`src/rtl/prefetch_buffer_pkg.sv`:
```
// Shared types and constants for the instruction prefetch unit.
package core_pkg;

    typedef enum logic [1:0] {
        IDLE    = 2'd0,
        WAIT    = 2'd1,
        DISCARD = 2'd2
    } fetch_state_t;

    localparam int unsigned INSTR_W = 32;
    localparam logic [INSTR_W-1:0] RV_NOP = 32'h0000_0013;

endpackage

```
`src/rtl/prefetch_buffer_if.sv`:
```
// Instruction-memory, redirect and decode-side signals of the prefetch unit.
interface prefetch_buffer_if #(
    parameter int unsigned XLEN  = 32,
    parameter int unsigned DEPTH = 4
);

    logic                         imem_request;
    logic                         imem_we_re;
    logic [3:0]                   imem_mask;
    logic [XLEN-1:0]              imem_address;
    logic                         imem_valid;
    logic [31:0]                  imem_rdata;
    logic                         redirect_en;
    logic [XLEN-1:0]              redirect_pc;
    logic                         instr_valid;
    logic                         instr_ready;
    logic [31:0]                  instr;
    logic [XLEN-1:0]              instr_pc;
    logic [$clog2(DEPTH+1)-1:0]   count;

    modport master (
        output imem_request,
        output imem_we_re,
        output imem_mask,
        output imem_address,
        input  imem_valid,
        input  imem_rdata,
        input  redirect_en,
        input  redirect_pc,
        output instr_valid,
        input  instr_ready,
        output instr,
        output instr_pc,
        output count
    );

    modport slave (
        input  imem_request,
        input  imem_we_re,
        input  imem_mask,
        input  imem_address,
        output imem_valid,
        output imem_rdata,
        output redirect_en,
        output redirect_pc,
        input  instr_valid,
        output instr_ready,
        input  instr,
        input  instr_pc,
        input  count
    );

endinterface

```
`src/rtl/prefetch_buffer_fifo.sv`:
```
// First-word-fall-through queue of {pc, instruction} entries with synchronous flush.
module fetch_fifo #(
    parameter int unsigned DEPTH = 4,
    parameter int unsigned WIDTH = 64
) (
    input  logic                       clk,
    input  logic                       rst,
    input  logic                       i_push,
    input  logic                       i_pop,
    input  logic                       i_flush,
    input  logic [WIDTH-1:0]           i_data,
    output logic [WIDTH-1:0]           o_data,
    output logic [$clog2(DEPTH+1)-1:0] o_count
);

    localparam int unsigned PTR_W = $clog2(DEPTH);
    localparam int unsigned CNT_W = $clog2(DEPTH+1);

    logic [WIDTH-1:0] r_mem [DEPTH];
    logic [PTR_W-1:0] r_wptr;
    logic [PTR_W-1:0] r_rptr;
    logic [CNT_W-1:0] r_count;
    logic             w_wr;
    logic             w_rd;

    assign w_wr = i_push & ~i_flush;
    assign w_rd = i_pop & ~i_flush;

    // DEPTH is a power of two, so pointer overflow is the modulo wrap.
    always_ff @(posedge clk or negedge rst) begin
        if (!rst) begin
            r_wptr  <= '0;
            r_rptr  <= '0;
            r_count <= '0;
        end else if (i_flush) begin
            r_wptr  <= '0;
            r_rptr  <= '0;
            r_count <= '0;
        end else begin
            if (w_wr) begin
                r_wptr <= r_wptr + PTR_W'(1);
            end
            if (w_rd) begin
                r_rptr <= r_rptr + PTR_W'(1);
            end
            r_count <= r_count + CNT_W'(w_wr) - CNT_W'(w_rd);
        end
    end

    always_ff @(posedge clk) begin
        if (w_wr) begin
            r_mem[r_wptr] <= i_data;
        end
    end

    assign o_data  = r_mem[r_rptr];
    assign o_count = r_count;

endmodule

```
`src/rtl/prefetch_buffer.sv`:
```
// Sequential instruction prefetcher: one outstanding imem read, FWFT queue toward decode,
// flush and re-steer on redirect with discard of any in-flight response.
module prefetch_buffer
    import core_pkg::*;
#(
    parameter int unsigned     XLEN     = 32,
    parameter int unsigned     DEPTH    = 4,
    parameter logic [XLEN-1:0] RESET_PC = '0
) (
    input  logic              clk,
    input  logic              rst,
    prefetch_buffer_if.master bus
);

    localparam int unsigned      CNT_W   = $clog2(DEPTH+1);
    localparam int unsigned      ENTRY_W = XLEN + INSTR_W;
    localparam logic [CNT_W-1:0] FULL    = CNT_W'(DEPTH);

    fetch_state_t       r_state;
    fetch_state_t       w_state_next;
    logic [XLEN-1:0]    r_fetch_pc;
    logic [XLEN-1:0]    w_fetch_pc_next;
    logic [XLEN-1:0]    r_discard_addr;
    logic [XLEN-1:0]    w_discard_addr_next;
    logic               r_live;
    logic               w_req;
    logic               w_push;
    logic               w_pop;
    logic               w_flush;
    logic               w_instr_valid;
    logic [CNT_W-1:0]   w_count;
    logic [CNT_W-1:0]   w_count_next;
    logic [ENTRY_W-1:0] w_head;

    fetch_fifo #(
        .DEPTH (DEPTH),
        .WIDTH (ENTRY_W)
    ) u_fifo (
        .clk     (clk),
        .rst     (rst),
        .i_push  (w_push),
        .i_pop   (w_pop),
        .i_flush (w_flush),
        .i_data  ({r_fetch_pc, bus.imem_rdata}),
        .o_data  (w_head),
        .o_count (w_count)
    );

    assign w_instr_valid = (w_count != '0);
    assign w_flush       = bus.redirect_en;
    assign w_pop         = w_instr_valid & bus.instr_ready & ~bus.redirect_en;

    always_comb begin
        w_state_next        = r_state;
        w_fetch_pc_next     = r_fetch_pc;
        w_discard_addr_next = r_discard_addr;
        w_req               = 1'b0;
        w_push              = 1'b0;

        unique case (r_state)
            IDLE: begin
                // An issued request is visible this cycle, so a same-cycle response is kept.
                w_req  = r_live & ~bus.redirect_en & (w_count < FULL);
                w_push = w_req & bus.imem_valid;
                if (w_req) begin
                    w_state_next = WAIT;
                end
            end
            WAIT: begin
                w_req  = 1'b1;
                w_push = bus.imem_valid & ~bus.redirect_en;
                if (bus.redirect_en) begin
                    w_state_next = bus.imem_valid ? IDLE : DISCARD;
                    if (!bus.imem_valid) begin
                        w_discard_addr_next = r_fetch_pc;
                    end
                end
            end
            DISCARD: begin
                w_req = 1'b1;
                if (bus.imem_valid) begin
                    w_state_next = IDLE;
                end
            end
            default: begin
                w_state_next = IDLE;
            end
        endcase

        w_count_next = w_count + CNT_W'(w_push) - CNT_W'(w_pop);
        if (w_push) begin
            w_fetch_pc_next = r_fetch_pc + XLEN'(4);
            w_state_next    = (w_count_next < FULL) ? WAIT : IDLE;
        end
        if (bus.redirect_en) begin
            w_fetch_pc_next = {bus.redirect_pc[XLEN-1:2], 2'b00};
        end
    end

    // r_live keeps the request low until the first edge after reset release.
    always_ff @(posedge clk or negedge rst) begin
        if (!rst) begin
            r_state        <= IDLE;
            r_fetch_pc     <= RESET_PC;
            r_discard_addr <= RESET_PC;
            r_live         <= 1'b0;
        end else begin
            r_state        <= w_state_next;
            r_fetch_pc     <= w_fetch_pc_next;
            r_discard_addr <= w_discard_addr_next;
            r_live         <= 1'b1;
        end
    end

    assign bus.imem_request = w_req;
    assign bus.imem_we_re   = 1'b0;
    assign bus.imem_mask    = 4'b1111;
    assign bus.imem_address = (r_state == DISCARD) ? r_discard_addr : r_fetch_pc;
    assign bus.instr_valid  = w_instr_valid;
    assign bus.instr        = w_instr_valid ? w_head[INSTR_W-1:0] : '0;
    assign bus.instr_pc     = w_instr_valid ? w_head[ENTRY_W-1:INSTR_W] : '0;
    assign bus.count        = w_count;

endmodule

```
`src/flat_wrapper.sv`:
```
// flat-port wrapper written by rule: the top's interface ports become plain ports
module prefetch_buffer_flat import core_pkg::*;
#(
    parameter int unsigned     XLEN     = 32,
    parameter int unsigned     DEPTH    = 4,
    parameter logic [XLEN-1:0] RESET_PC = '0
)
  (clk, rst, bus_imem_request, bus_imem_we_re, bus_imem_mask, bus_imem_address, bus_imem_valid, bus_imem_rdata, bus_redirect_en, bus_redirect_pc, bus_instr_valid, bus_instr_ready, bus_instr, bus_instr_pc, bus_count);
  prefetch_buffer_if #(.XLEN(XLEN), .DEPTH(DEPTH)) bus_i ();
  input  logic clk;
  input  logic rst;
  output wire logic [$bits(bus_i.imem_request)-1:0] bus_imem_request;
  output wire logic [$bits(bus_i.imem_we_re)-1:0] bus_imem_we_re;
  output wire logic [$bits(bus_i.imem_mask)-1:0] bus_imem_mask;
  output wire logic [$bits(bus_i.imem_address)-1:0] bus_imem_address;
  input wire logic [$bits(bus_i.imem_valid)-1:0] bus_imem_valid;
  input wire logic [$bits(bus_i.imem_rdata)-1:0] bus_imem_rdata;
  input wire logic [$bits(bus_i.redirect_en)-1:0] bus_redirect_en;
  input wire logic [$bits(bus_i.redirect_pc)-1:0] bus_redirect_pc;
  output wire logic [$bits(bus_i.instr_valid)-1:0] bus_instr_valid;
  input wire logic [$bits(bus_i.instr_ready)-1:0] bus_instr_ready;
  output wire logic [$bits(bus_i.instr)-1:0] bus_instr;
  output wire logic [$bits(bus_i.instr_pc)-1:0] bus_instr_pc;
  output wire logic [$bits(bus_i.count)-1:0] bus_count;
  assign bus_imem_request = bus_i.imem_request;
  assign bus_imem_we_re = bus_i.imem_we_re;
  assign bus_imem_mask = bus_i.imem_mask;
  assign bus_imem_address = bus_i.imem_address;
  assign bus_i.imem_valid = bus_imem_valid;
  assign bus_i.imem_rdata = bus_imem_rdata;
  assign bus_i.redirect_en = bus_redirect_en;
  assign bus_i.redirect_pc = bus_redirect_pc;
  assign bus_instr_valid = bus_i.instr_valid;
  assign bus_i.instr_ready = bus_instr_ready;
  assign bus_instr = bus_i.instr;
  assign bus_instr_pc = bus_i.instr_pc;
  assign bus_count = bus_i.count;
  prefetch_buffer #(.XLEN(XLEN), .DEPTH(DEPTH), .RESET_PC(RESET_PC)) u_core (.clk(clk), .rst(rst), .bus(bus_i));
endmodule
```
`config.mk`:
```
export PLATFORM = sky130hd
export DESIGN_NAME = prefetch_buffer_flat
export DESIGN_NICKNAME = d
export VERILOG_FILES = /design/src/rtl/prefetch_buffer_pkg.sv /design/src/rtl/prefetch_buffer_if.sv /design/src/rtl/prefetch_buffer_fifo.sv /design/src/rtl/prefetch_buffer.sv /design/src/flat_wrapper.sv
export SDC_FILE = /design/constraint.sdc
export NUM_CORES = 1
export LEC_CHECK = 0
export BUFFER_PORTS_ARGS = -buffer_cell sky130_fd_sc_hd__buf_2
export CORE_UTILIZATION = 50
export CTS_BUF_LIST = sky130_fd_sc_hd__clkbuf_16
export DETAILED_ROUTE_END_ITERATION = 12
export PLACE_DENSITY = 0.77
export SLEW_MARGIN = 20
export SYNTH_ARGS = -nofsm -noshare
export SYNTH_HDL_FRONTEND = slang
export SYNTH_SLANG_ARGS = --single-unit
```
`constraint.sdc`:
```
create_clock -name clk -period 3.95 [get_ports clk]
set_clock_uncertainty 0.1 [all_clocks]
set_input_delay 0.395 -clock clk [delete_from_list [all_inputs] [get_ports clk]]
set_output_delay 0.395 -clock clk [all_outputs]
set_load 0.02 [all_outputs]
```
### After elaboration in Yosys (flattened, before gate mapping)

Memory sizes are Yosys's and may differ from the RTL's.
Index checks and enable logic that the tools add are counted.

* reductions and logical operators: 8
* muxes and demuxes: 21
* $lt $le $gt $ge: 2
* add/sub/neg operators: 7
* eq/ne operators: 5
* bitwise logic cells: 10

Operators with widths (number)
* 2-to-1 mux 32 bit: 5
* adder 32 x 3 -> 32 bit, second input constant: 1
* 2-to-1 mux 2 bit: 9
* AND 1 bit: 8
* adder 3 x 1 -> 3 bit: 2
* < comparator 3 bit, second input constant: 2
* != test 3 bit, second input constant: 2
* case mux 2 bit (3 select lines): 1
* AND reduction 3 bit: 2
* nonzero test 2 bit: 3
* subtractor 3 x 1 -> 3 bit: 2
* adder 2 x 1 -> 2 bit, second input constant: 2
* case mux 1 bit (2 select lines): 2
* 2-to-1 mux 1 bit: 3
* 2-to-1 mux 3 bit: 1
* != test 3 x 2 -> 1 bit, second input constant: 1
* nonzero test 3 bit: 1
* equality test 2 x 1 -> 1 bit, second input constant: 1
* equality test 2 bit, second input constant: 1
* logical NOT 2 bit: 1
* inverter 1 bit: 2
* OR reduction 2 bit: 1

* memories: 1
* RAM bits: 256
* logic and storage cells: 61
* flip-flop bits (word level): 74
* input port bits: 69

Memory list
* u_core.u_fifo.r_mem: depth 4, width 64, read ports 1, clocked after Yosys merged registers in 0, wr ports 1, line prefetch_buffer_fifo.sv:19 `logic [WIDTH-1:0] r_mem [DEPTH];`

### Logic depth before layout (Yosys ltp)

Gate-level depths: netlist of the first run.

* word-level depth: 10
* gate-level depth with buffers: 13
* depth with buffers taken out: 13

### Modules after synthesis

Synthesis of the first run repeated with hierarchy kept, for this count alone.

* cell total of the unflattened synthesis: 801
* area, all modules: 13847.0 um^2

By module, submodules not included
* fetch_fifo: seq. area each 7862.5 um^2, area an instance 9703.1 um^2, cells an instance 374, times used 1
* prefetch_buffer: seq. area each 1576.5 um^2, area an instance 4144.0 um^2, cells an instance 427, times used 1

### Worst setup path after synthesis of the first run

OpenSTA, ideal clock, no wires.

* path type: reg2reg
* start point: reg u_core.r_state[0]
* end point: mem u_core.u_fifo.r_mem[0][0] (enable)
* required time: 3424 ps
* data arrival time: 2805 ps
* setup time: 426 ps
* path slack: 618 ps
* cell stages (with the launch flop): 7
* cells stage by stage: dfrtp_1 -> inv_1 -> ha_1 -> and3b_1 -> o21ai_1 -> nor2_1 -> and2_1

* word-level cells in the longest chain between the ends: 5
* elaborated cells on any way between the ends: 6
* those cells by class: eq/ne (1); mux (3); bitwise (1); reduce/logical (1)

Ends and longest elaborated chain
* start: declaration: line prefetch_buffer.sv:19 `fetch_state_t r_state;`
* start signal: assignment: line prefetch_buffer.sv:108 `r_state <= w_state_next;`
* equality test 2 x 1 -> 1 bit / logical NOT 2 bit (equally long branches): line prefetch_buffer.sv:60 `unique case (r_state)`
* case mux 1 bit (2 select lines) *: line prefetch_buffer.sv:60
* AND 1 bit *: line prefetch_buffer_fifo.sv:26 `assign w_wr = i_push & ~i_flush;`
* 2-to-1 mux 1 bit *: line prefetch_buffer_fifo.sv:51 `if (w_wr) begin`
* 2-to-1 mux 1 bit (implied by the code) *: line prefetch_buffer_fifo.sv:52 `r_mem[r_wptr] <= i_data;`
* end: declaration: line prefetch_buffer_fifo.sv:19

Every way passes the cells marked *; elsewhere a longest branch is shown, timed or not.

### Worst setup path in the final report of the first run

* start point: reg u_core.u_fifo.r_rptr[0]
* end point: out bus_instr[28]

* word-level cells in the longest chain between the ends: 2

Ends and longest elaborated chain
* start: declaration: line prefetch_buffer_fifo.sv:21 `logic [PTR_W-1:0] r_rptr;`
* start signal: assignment: line prefetch_buffer_fifo.sv:44 `r_rptr <= r_rptr + PTR_W'(1);`
* memory (4 x 64 bit)
* 2-to-1 mux 32 bit: line prefetch_buffer.sv:120 `assign bus.instr = w_instr_valid ? w_head[INSTR_W-1:0] : '0;`
* end: declaration: line flat_wrapper.sv:22 `output wire logic [$bits(bus_i.instr)-1:0] bus_instr;`

Every way passes these cells.

==> flow_summary.html, run 1 <==
<table>
<tr><th>Metric</th><th>Value</th></tr>
<tr><th colspan="2">Clock tree</th></tr>
<tr><td>Clk buf depth</td><td>3</td></tr>
<tr><td>Clock Sinks</td><td>318</td></tr>
<tr><td>Later-pin clock latency in the skew report</td><td>0.50 ns</td></tr>
<tr><td>Clock Pin Slew Worst Setup and Hold Paths</td><td>0.06 ns</td></tr>
<tr><td>Number of gates resized after CTS</td><td>0</td></tr>
<tr><td>Clock tree from TritonCTS</td><td>done</td></tr>
<tr><td># Post-CTS Setup Buffers</td><td>0</td></tr>
<tr><td>Inserted Clock Buffers</td><td>34</td></tr>
<tr><td>Clock tree root buffer cell</td><td>sky130_fd_sc_hd__clkbuf_16</td></tr>
<tr><td>Total number of H-tree levels</td><td>2</td></tr>
<tr><td>Hold-fix buffers, CTS</td><td>31</td></tr>
<tr><th colspan="2">Placement</th></tr>
<tr><td>Total cell area at the placement stage</td><td>0.0145 mm^2</td></tr>
<tr><td>Count of input and output buffers</td><td>163</td></tr>
<tr><td># placed instances</td><td>1262</td></tr>
<tr><td>Post-Place Worst Slack</td><td>0.989 ns</td></tr>
<tr><td>Detailed Place HPWL</td><td>16800 um</td></tr>
<tr><td>Final RePlAce weighted congestion</td><td>0.781</td></tr>
<tr><th colspan="2">Setup path</th></tr>
<tr><td>Critical Path Start</td><td>u_core.u_fifo.r_rptr[0]</td></tr>
<tr><td>Req. time, crit path</td><td>3.45 ns</td></tr>
<tr><td>Critical path startpoint category</td><td>register</td></tr>
<tr><td>Slowest Stage Delay on Critical Path</td><td>0.84 ns</td></tr>
<tr><td>Slowest cell on crit path</td><td>sky130_fd_sc_hd__dfrtp_4</td></tr>
<tr><td>Element type at the critical path end</td><td>output port</td></tr>
<tr><td>Crit Path Class</td><td>register to output port</td></tr>
<tr><td>Critical Path AT</td><td>2.66 ns</td></tr>
<tr><td>Critical Path Fanout Max</td><td>30</td></tr>
<tr><td>FF-to-FF setup slack</td><td>0.97 ns</td></tr>
<tr><td>Worst flop-to-flop path startpoint</td><td>u_core.r_state[0]</td></tr>
<tr><td>Cell-by-cell trace of the critical path</td><td>buf_4, mux4_2, and2_1, buf_2</td></tr>
<tr><th colspan="2">Floorplan</th></tr>
<tr><td>Row count</td><td>59</td></tr>
<tr><td>Overall die width</td><td>165 um</td></tr>
<tr><td>Placeable core region</td><td>0.0260 mm^2</td></tr>
<tr><td>Die height</td><td>165 um</td></tr>
<tr><td>Initial cell density of the core</td><td>50.9%</td></tr>
<tr><td>I/O pins</td><td>175</td></tr>
<tr><td>Die area</td><td>0.0271 mm^2</td></tr>
<tr><th colspan="2">Global routing</th></tr>
<tr><td>GRT Residual Overflow</td><td>0</td></tr>
<tr><td>First-pass GRT wire length</td><td>42000 um</td></tr>
<tr><td>Overall global routing resource usage</td><td>20.7%</td></tr>
<tr><td>Via count of the first global-routing pass</td><td>7398</td></tr>
<tr><td>Maximum number of pins on one net before global-route repair</td><td>71</td></tr>
<tr><td>Antenna violations before repair</td><td>0</td></tr>
<tr><th colspan="2">Logic synthesis</th></tr>
<tr><td>Number of flops mapped to enable cells by yosys</td><td>248</td></tr>
<tr><td>Number of instances in the synthesized netlist</td><td>786</td></tr>
<tr><td>Most frequent cell after synthesis</td><td>sky130_fd_sc_hd__edfxtp_1</td></tr>
<tr><td>Sequential share of the synthesized area</td><td>69.5%</td></tr>
<tr><td>Post-synth top flop</td><td>sky130_fd_sc_hd__edfxtp_1</td></tr>
<tr><td>Biggest area contributors in the synthesized netlist</td><td>sky130_fd_sc_hd__edfxtp_1 (56%), sky130_fd_sc_hd__dfrtp_1 (13%), sky130_fd_sc_hd__mux4_2 (11%)</td></tr>
<tr><td>Netlist area before placement</td><td>0.0132 mm^2</td></tr>
<tr><td>Share of the synthesized area in the top cell type</td><td>56.3%</td></tr>
<tr><td>Post-synthesis area per instance</td><td>16.8 um^2</td></tr>
<tr><td>Flops &amp; latches, synth</td><td>318</td></tr>
<tr><td>Count of different cell masters after synthesis</td><td>37</td></tr>
<tr><td>Synth top cells by count</td><td>sky130_fd_sc_hd__edfxtp_1 (248), sky130_fd_sc_hd__dfrtp_1 (70), sky130_fd_sc_hd__and2_1 (68), sky130_fd_sc_hd__mux4_2 (62), sky130_fd_sc_hd__mux2_2 (51)</td></tr>
<tr><td>FFs w/ async S/R, synth</td><td>22.0%</td></tr>
<tr><td>Yosys top cell by area</td><td>sky130_fd_sc_hd__edfxtp_1</td></tr>
<tr><td>Yosys synthesis warning count</td><td>0</td></tr>
<tr><th colspan="2">Detailed routing</th></tr>
<tr><td>WL/cell</td><td>20.2 um</td></tr>
<tr><td>Final ANT Viol Nets</td><td>0</td></tr>
<tr><td>Detailed router's first-iteration violation count</td><td>573</td></tr>
<tr><td>Total via count in the routed design</td><td>7325</td></tr>
<tr><td>Detailed-router iteration count before antenna repair</td><td>5</td></tr>
<tr><td>Final wirelength</td><td>27300 um</td></tr>
<tr><td>Drt via density</td><td>5.41</td></tr>
<tr><td>DRC violations left</td><td>0</td></tr>
<tr><th colspan="2">STA</th></tr>
<tr><td>Worst rel slew slack</td><td>36.6%</td></tr>
<tr><td>Max Transition Viols Final</td><td>0</td></tr>
<tr><td>Worst-margin pin slew</td><td>0.951 ns</td></tr>
<tr><td>Period minus WS final</td><td>3.16 ns</td></tr>
<tr><td>Fmax</td><td>317 MHz</td></tr>
<tr><td>Fin Setup TNS</td><td>0 ns</td></tr>
<tr><td>Period utilization</td><td>79.9%</td></tr>
<tr><td>Final Worst Setup Slack</td><td>0.793 ns</td></tr>
<tr><td>Unrepaired setup endpoints after global routing</td><td>no</td></tr>
<tr><td>Final hold viol count</td><td>0</td></tr>
<tr><td>Final setup violation count</td><td>0</td></tr>
<tr><th colspan="2">Finish</th></tr>
<tr><td>Fraction of final layout cells with drive strength greater than 1</td><td>35.1%</td></tr>
<tr><td>Core Util, Final</td><td>61.5%</td></tr>
<tr><td>Final std cell area, no fill</td><td>0.0160 mm^2</td></tr>
<tr><td>Antenna diodes</td><td>0</td></tr>
<tr><td>Nets</td><td>1078</td></tr>
<tr><td>Area Overhead vs Synth</td><td>20.7%</td></tr>
<tr><td>Cell Count, Final, Fillers Out</td><td>1354</td></tr>
<tr><th colspan="2">Pwr</th></tr>
<tr><td>Worst VDD drop</td><td>0.508 mV</td></tr>
<tr><td>Cell Pwr Density</td><td>666 mW/mm^2</td></tr>
<tr><td>Leakage dissipation</td><td>5.92 nW</td></tr>
<tr><th colspan="2">Run</th></tr>
<tr><td>Maximum capacitance violations</td><td>0</td></tr>
<tr><th colspan="2">Outcome</th></tr>
<tr><td>Outcome</td><td>complete, no violations</td></tr>
<tr><th colspan="2">Worst hold path</th></tr>
<tr><td>Source of the worst hold timing path</td><td>bus_imem_rdata[26]</td></tr>
<tr><td>Kind of path behind the tightest hold check</td><td>input port to register</td></tr>
</table>
[state kept, by name, summed over array words and instances (netlist names)]
register,cells
u_core.u_fifo.r_wptr,2
u_core.r_live,1
u_core.r_discard_addr,30
u_core.r_fetch_pc,30
u_core.u_fifo.r_mem,248
u_core.u_fifo.o_count,3
u_core.r_state,2
u_core.u_fifo.r_rptr,2
[routing by layer]
metal  global-route usage [%]  vias to the layer above  part of all wire, %
met5                        0                        -                    0
met4                     4.55                        0                  1.1
met3                     4.09                       20                  6.7
met2                     33.7                      249                   49
met1                     28.9                     3683                   44
li1                         -                     3373                    -
[power breakdown]
part	internal (mW)	switching, mW	leakage (nW)	total [mW]
clock network	2.07	1.25	0.588	3.32
registers	4.03	0.312	3.11	4.34
logic	1.31	1.67	2.23	2.98
total	7.41	3.23	5.92	10.6
[stage by stage]
stage,hold slack (ns),power (mW)
after floorplan,-0.000591,6.40
after global placement,0.363,7.35
after detailed placement,0.374,7.41
after CTS,0.00118,10.8
after global routing,0.00898,11.2
final,0.0153,10.6
[placed cells by master (no fill, tap or decap), types with 3 or more instances in the layout]
cell	n
sky130_fd_sc_hd__nor2b_1	3
sky130_fd_sc_hd__and2_4	4
sky130_fd_sc_hd__xnor2_1	29
sky130_fd_sc_hd__dfrtp_1	68
sky130_fd_sc_hd__clkinvlp_4	3
sky130_fd_sc_hd__buf_2	162
sky130_fd_sc_hd__nor4_1	9
sky130_fd_sc_hd__mux4_2	62
sky130_fd_sc_hd__buf_4	19
sky130_fd_sc_hd__clkbuf_16	35
sky130_fd_sc_hd__dlygate4sd3_1	31
sky130_fd_sc_hd__conb_1	10
sky130_fd_sc_hd__and2_1	64
sky130_fd_sc_hd__ha_1	13
sky130_fd_sc_hd__bufinv_16	7
sky130_fd_sc_hd__inv_1	21
sky130_fd_sc_hd__xor2_1	5
sky130_fd_sc_hd__a21oi_1	3
sky130_fd_sc_hd__nor3_1	12
sky130_fd_sc_hd__clkinv_2	6
sky130_fd_sc_hd__clkinv_1	5
sky130_fd_sc_hd__nor2_1	15
sky130_fd_sc_hd__nand4_1	8
sky130_fd_sc_hd__o21ai_0	41
sky130_fd_sc_hd__edfxtp_1	248
sky130_fd_sc_hd__mux2i_1	4
sky130_fd_sc_hd__buf_12	3
sky130_fd_sc_hd__nand2_1	49
sky130_fd_sc_hd__mux2_2	51
sky130_fd_sc_hd__nand3_1	8
[layout make-up]
class                   instances  area (um^2)
clock buffers                  35          876
clock inverters                26          305
fillers                      1933        10000
inverters                      17         63.8
multi-input cells             408         3790
flip-flops and latches        318         9200
well taps                     335          419
repair buffers                215         1320
[critical path, delay by kind of cell, from the launching register on]
family	cells	cell delay [ns]
flip-flops	1	0.84
AND/OR/NAND/NOR	1	0.16
multiplexers	1	0.56
buffers and inverters	2	0.57
[path summary, 6_finish.rpt]
check                                             end  cells past startpoint
min in group asynchronous   u_core.r_discard_addr[10]                      2
hold reg to reg             u_core.r_discard_addr[22]                      2
hold / removal             u_core.u_fifo.r_mem[2][26]                      1
setup / recovery                        bus_instr[28]                      4
max in group asynchronous     u_core.u_fifo.r_rptr[0]                      2
setup reg to reg             u_core.u_fifo.o_count[2]                     13
[cell families (layout without fill, tap and decap cells)]
group	after synthesis	count (layout)	share of synthesized area [%]
AO/OA/AOI/OAI	49	49	1.94
XOR/XNOR	34	34	2.25
multiplexers	117	117	15.2
flip-flops	318	318	69.5
AND/OR/NAND/NOR	183	183	7.37
adder cells (fa/ha/maj)	15	15	1.48
buffers and inverters	68	293	2.20
other	2	10	0.0568
Power figures use the tool's default switching activity.
==> run 2: changes to the inputs <==
==> constraint.sdc (replaced) <==
create_clock -name clk -period 3.1 [get_ports clk]
set_clock_uncertainty 0.1 [all_clocks]
set_input_delay 0.31 -clock clk [delete_from_list [all_inputs] [get_ports clk]]
set_output_delay 0.31 -clock clk [all_outputs]
set_load 0.02 [all_outputs]
==> run 2 against run 1 <==
Compared with the run above:
- non-clock buffer count grew 36
- clock power is 19% higher
- register-to-register slack worse by 0.44 ns
- cell count grew 2.7%
- routed wire length is 3.4% higher
- critical path depth unchanged
- setup slack got worse by 0.54 ns
- sequential share of layout area down 1.2 points
- die area unchanged
- hold slack improved by 0.0085 ns
- cell area is 2.2% higher
- combinational power is 32% higher
- largest cell class unchanged
- largest power group unchanged
- highest routed layer unchanged
==> flow_summary.html, run 2 (synthesized netlist as in run 1, its figures left out) <==
<table>
<tr><th>Metric</th><th>Value</th></tr>
<tr><th colspan="2">Outcome</th></tr>
<tr><td>Outcome</td><td>complete, no violations</td></tr>
<tr><th colspan="2">Placement</th></tr>
<tr><td># placed instances</td><td>1267</td></tr>
<tr><td>Count of input and output buffers</td><td>163</td></tr>
<tr><td>Final RePlAce weighted congestion</td><td>0.784</td></tr>
<tr><td>Detailed Place HPWL</td><td>17100 um</td></tr>
<tr><th colspan="2">STA</th></tr>
<tr><td>Final setup violation count</td><td>0</td></tr>
<tr><td>Unrepaired setup endpoints after global routing</td><td>no</td></tr>
<tr><td>Fmax</td><td>352 MHz</td></tr>
<tr><td>Worst-margin pin slew</td><td>0.934 ns</td></tr>
<tr><td>Period utilization</td><td>91.7%</td></tr>
<tr><td>Max Transition Viols Final</td><td>0</td></tr>
<tr><td>Worst rel slew slack</td><td>37.7%</td></tr>
<tr><td>Fin Setup TNS</td><td>0 ns</td></tr>
<tr><td>Period minus WS final</td><td>2.84 ns</td></tr>
<tr><td>Final hold viol count</td><td>0</td></tr>
<tr><th colspan="2">Run</th></tr>
<tr><td>Maximum capacitance violations</td><td>0</td></tr>
<tr><th colspan="2">Clock tree</th></tr>
<tr><td>Clock Sinks</td><td>318</td></tr>
<tr><td>Clock tree root buffer cell</td><td>sky130_fd_sc_hd__clkbuf_16</td></tr>
<tr><td>Clk buf depth</td><td>3</td></tr>
<tr><td>Later-pin clock latency in the skew report</td><td>0.50 ns</td></tr>
<tr><td># Post-CTS Setup Buffers</td><td>0</td></tr>
<tr><td>Hold-fix buffers, CTS</td><td>62</td></tr>
<tr><td>Clock Pin Slew Worst Setup and Hold Paths</td><td>0.06 ns</td></tr>
<tr><td>Clock tree from TritonCTS</td><td>done</td></tr>
<tr><td>Inserted Clock Buffers</td><td>34</td></tr>
<tr><td>Number of gates resized after CTS</td><td>0</td></tr>
<tr><td>Total number of H-tree levels</td><td>2</td></tr>
<tr><th colspan="2">Setup path</th></tr>
<tr><td>Top delay family on crit path</td><td>flip-flops</td></tr>
<tr><td>Element type at the critical path end</td><td>output port</td></tr>
<tr><td>Cell-by-cell trace of the critical path</td><td>buf_12, mux4_2, and2_1, buf_2</td></tr>
<tr><td>Slowest cell on crit path</td><td>sky130_fd_sc_hd__dfrtp_4</td></tr>
<tr><td>Critical Path AT</td><td>2.43 ns</td></tr>
<tr><td>Critical Path Fanout Max</td><td>36</td></tr>
<tr><td>Crit Path Class</td><td>register to output port</td></tr>
<tr><td>Req. time, crit path</td><td>2.69 ns</td></tr>
<tr><td>Slowest Stage Delay on Critical Path</td><td>0.66 ns</td></tr>
<tr><td>Worst Path Buf+Inv</td><td>2</td></tr>
<tr><td>Critical path startpoint category</td><td>register</td></tr>
<tr><th colspan="2">Floorplan</th></tr>
<tr><td>Row count</td><td>59</td></tr>
<tr><td>I/O pins</td><td>175</td></tr>
<tr><td>Initial cell density of the core</td><td>50.9%</td></tr>
<tr><td>Die height</td><td>165 um</td></tr>
<tr><td>Die area</td><td>0.0271 mm^2</td></tr>
<tr><td>Placeable core region</td><td>0.0260 mm^2</td></tr>
<tr><td>Overall die width</td><td>165 um</td></tr>
<tr><th colspan="2">Pwr</th></tr>
<tr><td>Leakage dissipation</td><td>6.08 nW</td></tr>
<tr><td>Cell Pwr Density</td><td>818 mW/mm^2</td></tr>
<tr><td>Worst VDD drop</td><td>0.672 mV</td></tr>
<tr><th colspan="2">Global routing</th></tr>
<tr><td>Via count of the first global-routing pass</td><td>7602</td></tr>
<tr><td>GRT Residual Overflow</td><td>0</td></tr>
<tr><td>Overall global routing resource usage</td><td>21.4%</td></tr>
<tr><td>Antenna violations before repair</td><td>1</td></tr>
<tr><td>First-pass GRT wire length</td><td>42800 um</td></tr>
<tr><td>Maximum number of pins on one net before global-route repair</td><td>71</td></tr>
<tr><th colspan="2">Finish</th></tr>
<tr><td>Register with the most flip-flops</td><td>u_core.u_fifo.r_mem</td></tr>
<tr><td>Cell Count, Final, Fillers Out</td><td>1391</td></tr>
<tr><td>Nets</td><td>1114</td></tr>
<tr><td>Most frequent standard cell in the layout excluding fill and tap cells</td><td>sky130_fd_sc_hd__edfxtp_1</td></tr>
<tr><td>Fraction of final layout cells with drive strength greater than 1</td><td>33.6%</td></tr>
<tr><td>Most frequent cells in the layout</td><td>sky130_fd_sc_hd__edfxtp_1 (248), sky130_fd_sc_hd__buf_2 (162), sky130_fd_sc_hd__dfrtp_1 (68)</td></tr>
<tr><td>Area Overhead vs Synth</td><td>23.4%</td></tr>
<tr><td>Registers with the most flip-flops</td><td>u_core.u_fifo.r_mem x248, u_core.r_discard_addr x30, u_core.r_fetch_pc x30</td></tr>
<tr><td>Max reg flops</td><td>248</td></tr>
<tr><th colspan="2">Detailed routing</th></tr>
<tr><td>Final ANT Viol Nets</td><td>0</td></tr>
<tr><td>Total via count in the routed design</td><td>7627</td></tr>
<tr><td>Final wirelength</td><td>28200 um</td></tr>
<tr><td>Drt via density</td><td>5.48</td></tr>
<tr><td>Detailed-router iteration count before antenna repair</td><td>5</td></tr>
<tr><td>WL/cell</td><td>20.3 um</td></tr>
<tr><td>Detailed router's first-iteration violation count</td><td>605</td></tr>
<tr><td>DRC violations left</td><td>0</td></tr>
<tr><th colspan="2">Worst hold path</th></tr>
<tr><td>Kind of path behind the tightest hold check</td><td>input port to register</td></tr>
</table>
-- run 2: metrics by stage --
step	total power [mW]	utilization [%]	area, um^2	hold WS, ns	worst slack, ns
2_1_floorplan	8.15	-	13300	-0.0856	0.436
3_3_place_gp	9.43	56.2	14600	0.364	0.576
3_5_place_dp	9.50	56.2	14600	0.373	0.548
4_1_cts	13.5	62.8	16300	0.0102	0.181
5_1_grt	14.0	62.8	16300	0.0371	0.0938
6_report	13.4	62.8	16300	0.0239	0.258
-- run 2: final cells by class --
type | count | area (um^2)
clock buffer | 35 | 876
clock inverter | 26 | 219
sequential | 318 | 9200
antenna | 1 | 2.50
inverter | 17 | 63.8
timing repair buffer | 251 | 1760
multi-input combinational | 408 | 3790
tap | 335 | 419
fill | 1853 | 9660
-- run 2: report_power, final --
part / total [mW] / switching, mW / internal [mW] / leakage (nW)
Combinational: 3.94 / 2.20 / 1.73 / 2.41
Sequential: 5.48 / 0.346 / 5.13 / 3.11
Clock: 3.94 / 1.56 / 2.38 / 0.567
Total: 13.4 / 4.11 / 9.25 / 6.08
-- run 2: path summary, 6_finish.rpt --
check                                     startpoint                   endpoint  slack, ns  cells after the start
hold / removal                       bus_redirect_en    u_core.u_fifo.r_rptr[1]       0.02                      2
hold reg to reg            u_core.r_discard_addr[20]  u_core.r_discard_addr[20]       0.38                      2
setup / recovery             u_core.u_fifo.r_rptr[0]              bus_instr[30]       0.26                      4
max in group asynchronous                        rst    u_core.u_fifo.r_rptr[0]       1.79                      2
setup reg to reg                u_core.r_fetch_pc[9]      u_core.r_fetch_pc[29]       0.53                      5
min in group asynchronous                        rst  u_core.r_discard_addr[16]       0.40                      2
-- run 2: worst reg2reg max path: stages, from the launching register on --
cell and delay [ns]:
sky130_fd_sc_hd__dfrtp_1 0.53, sky130_fd_sc_hd__nand4_1 0.22, sky130_fd_sc_hd__or4_1 0.75, sky130_fd_sc_hd__or3_1 0.42
sky130_fd_sc_hd__or3_1 0.31, sky130_fd_sc_hd__a31oi_1 0.17
-- run 2: layer usage --
metal | routed length, um | vias up | global-route usage, %
li1 | - | 3443 | -
met1 | 11500 | 3862 | 27.9
met3 | 1930 | 42 | 4.22
met5 | 0 | - | 0
met2 | 14400 | 280 | 37.0
met4 | 432 | 0 | 4.75
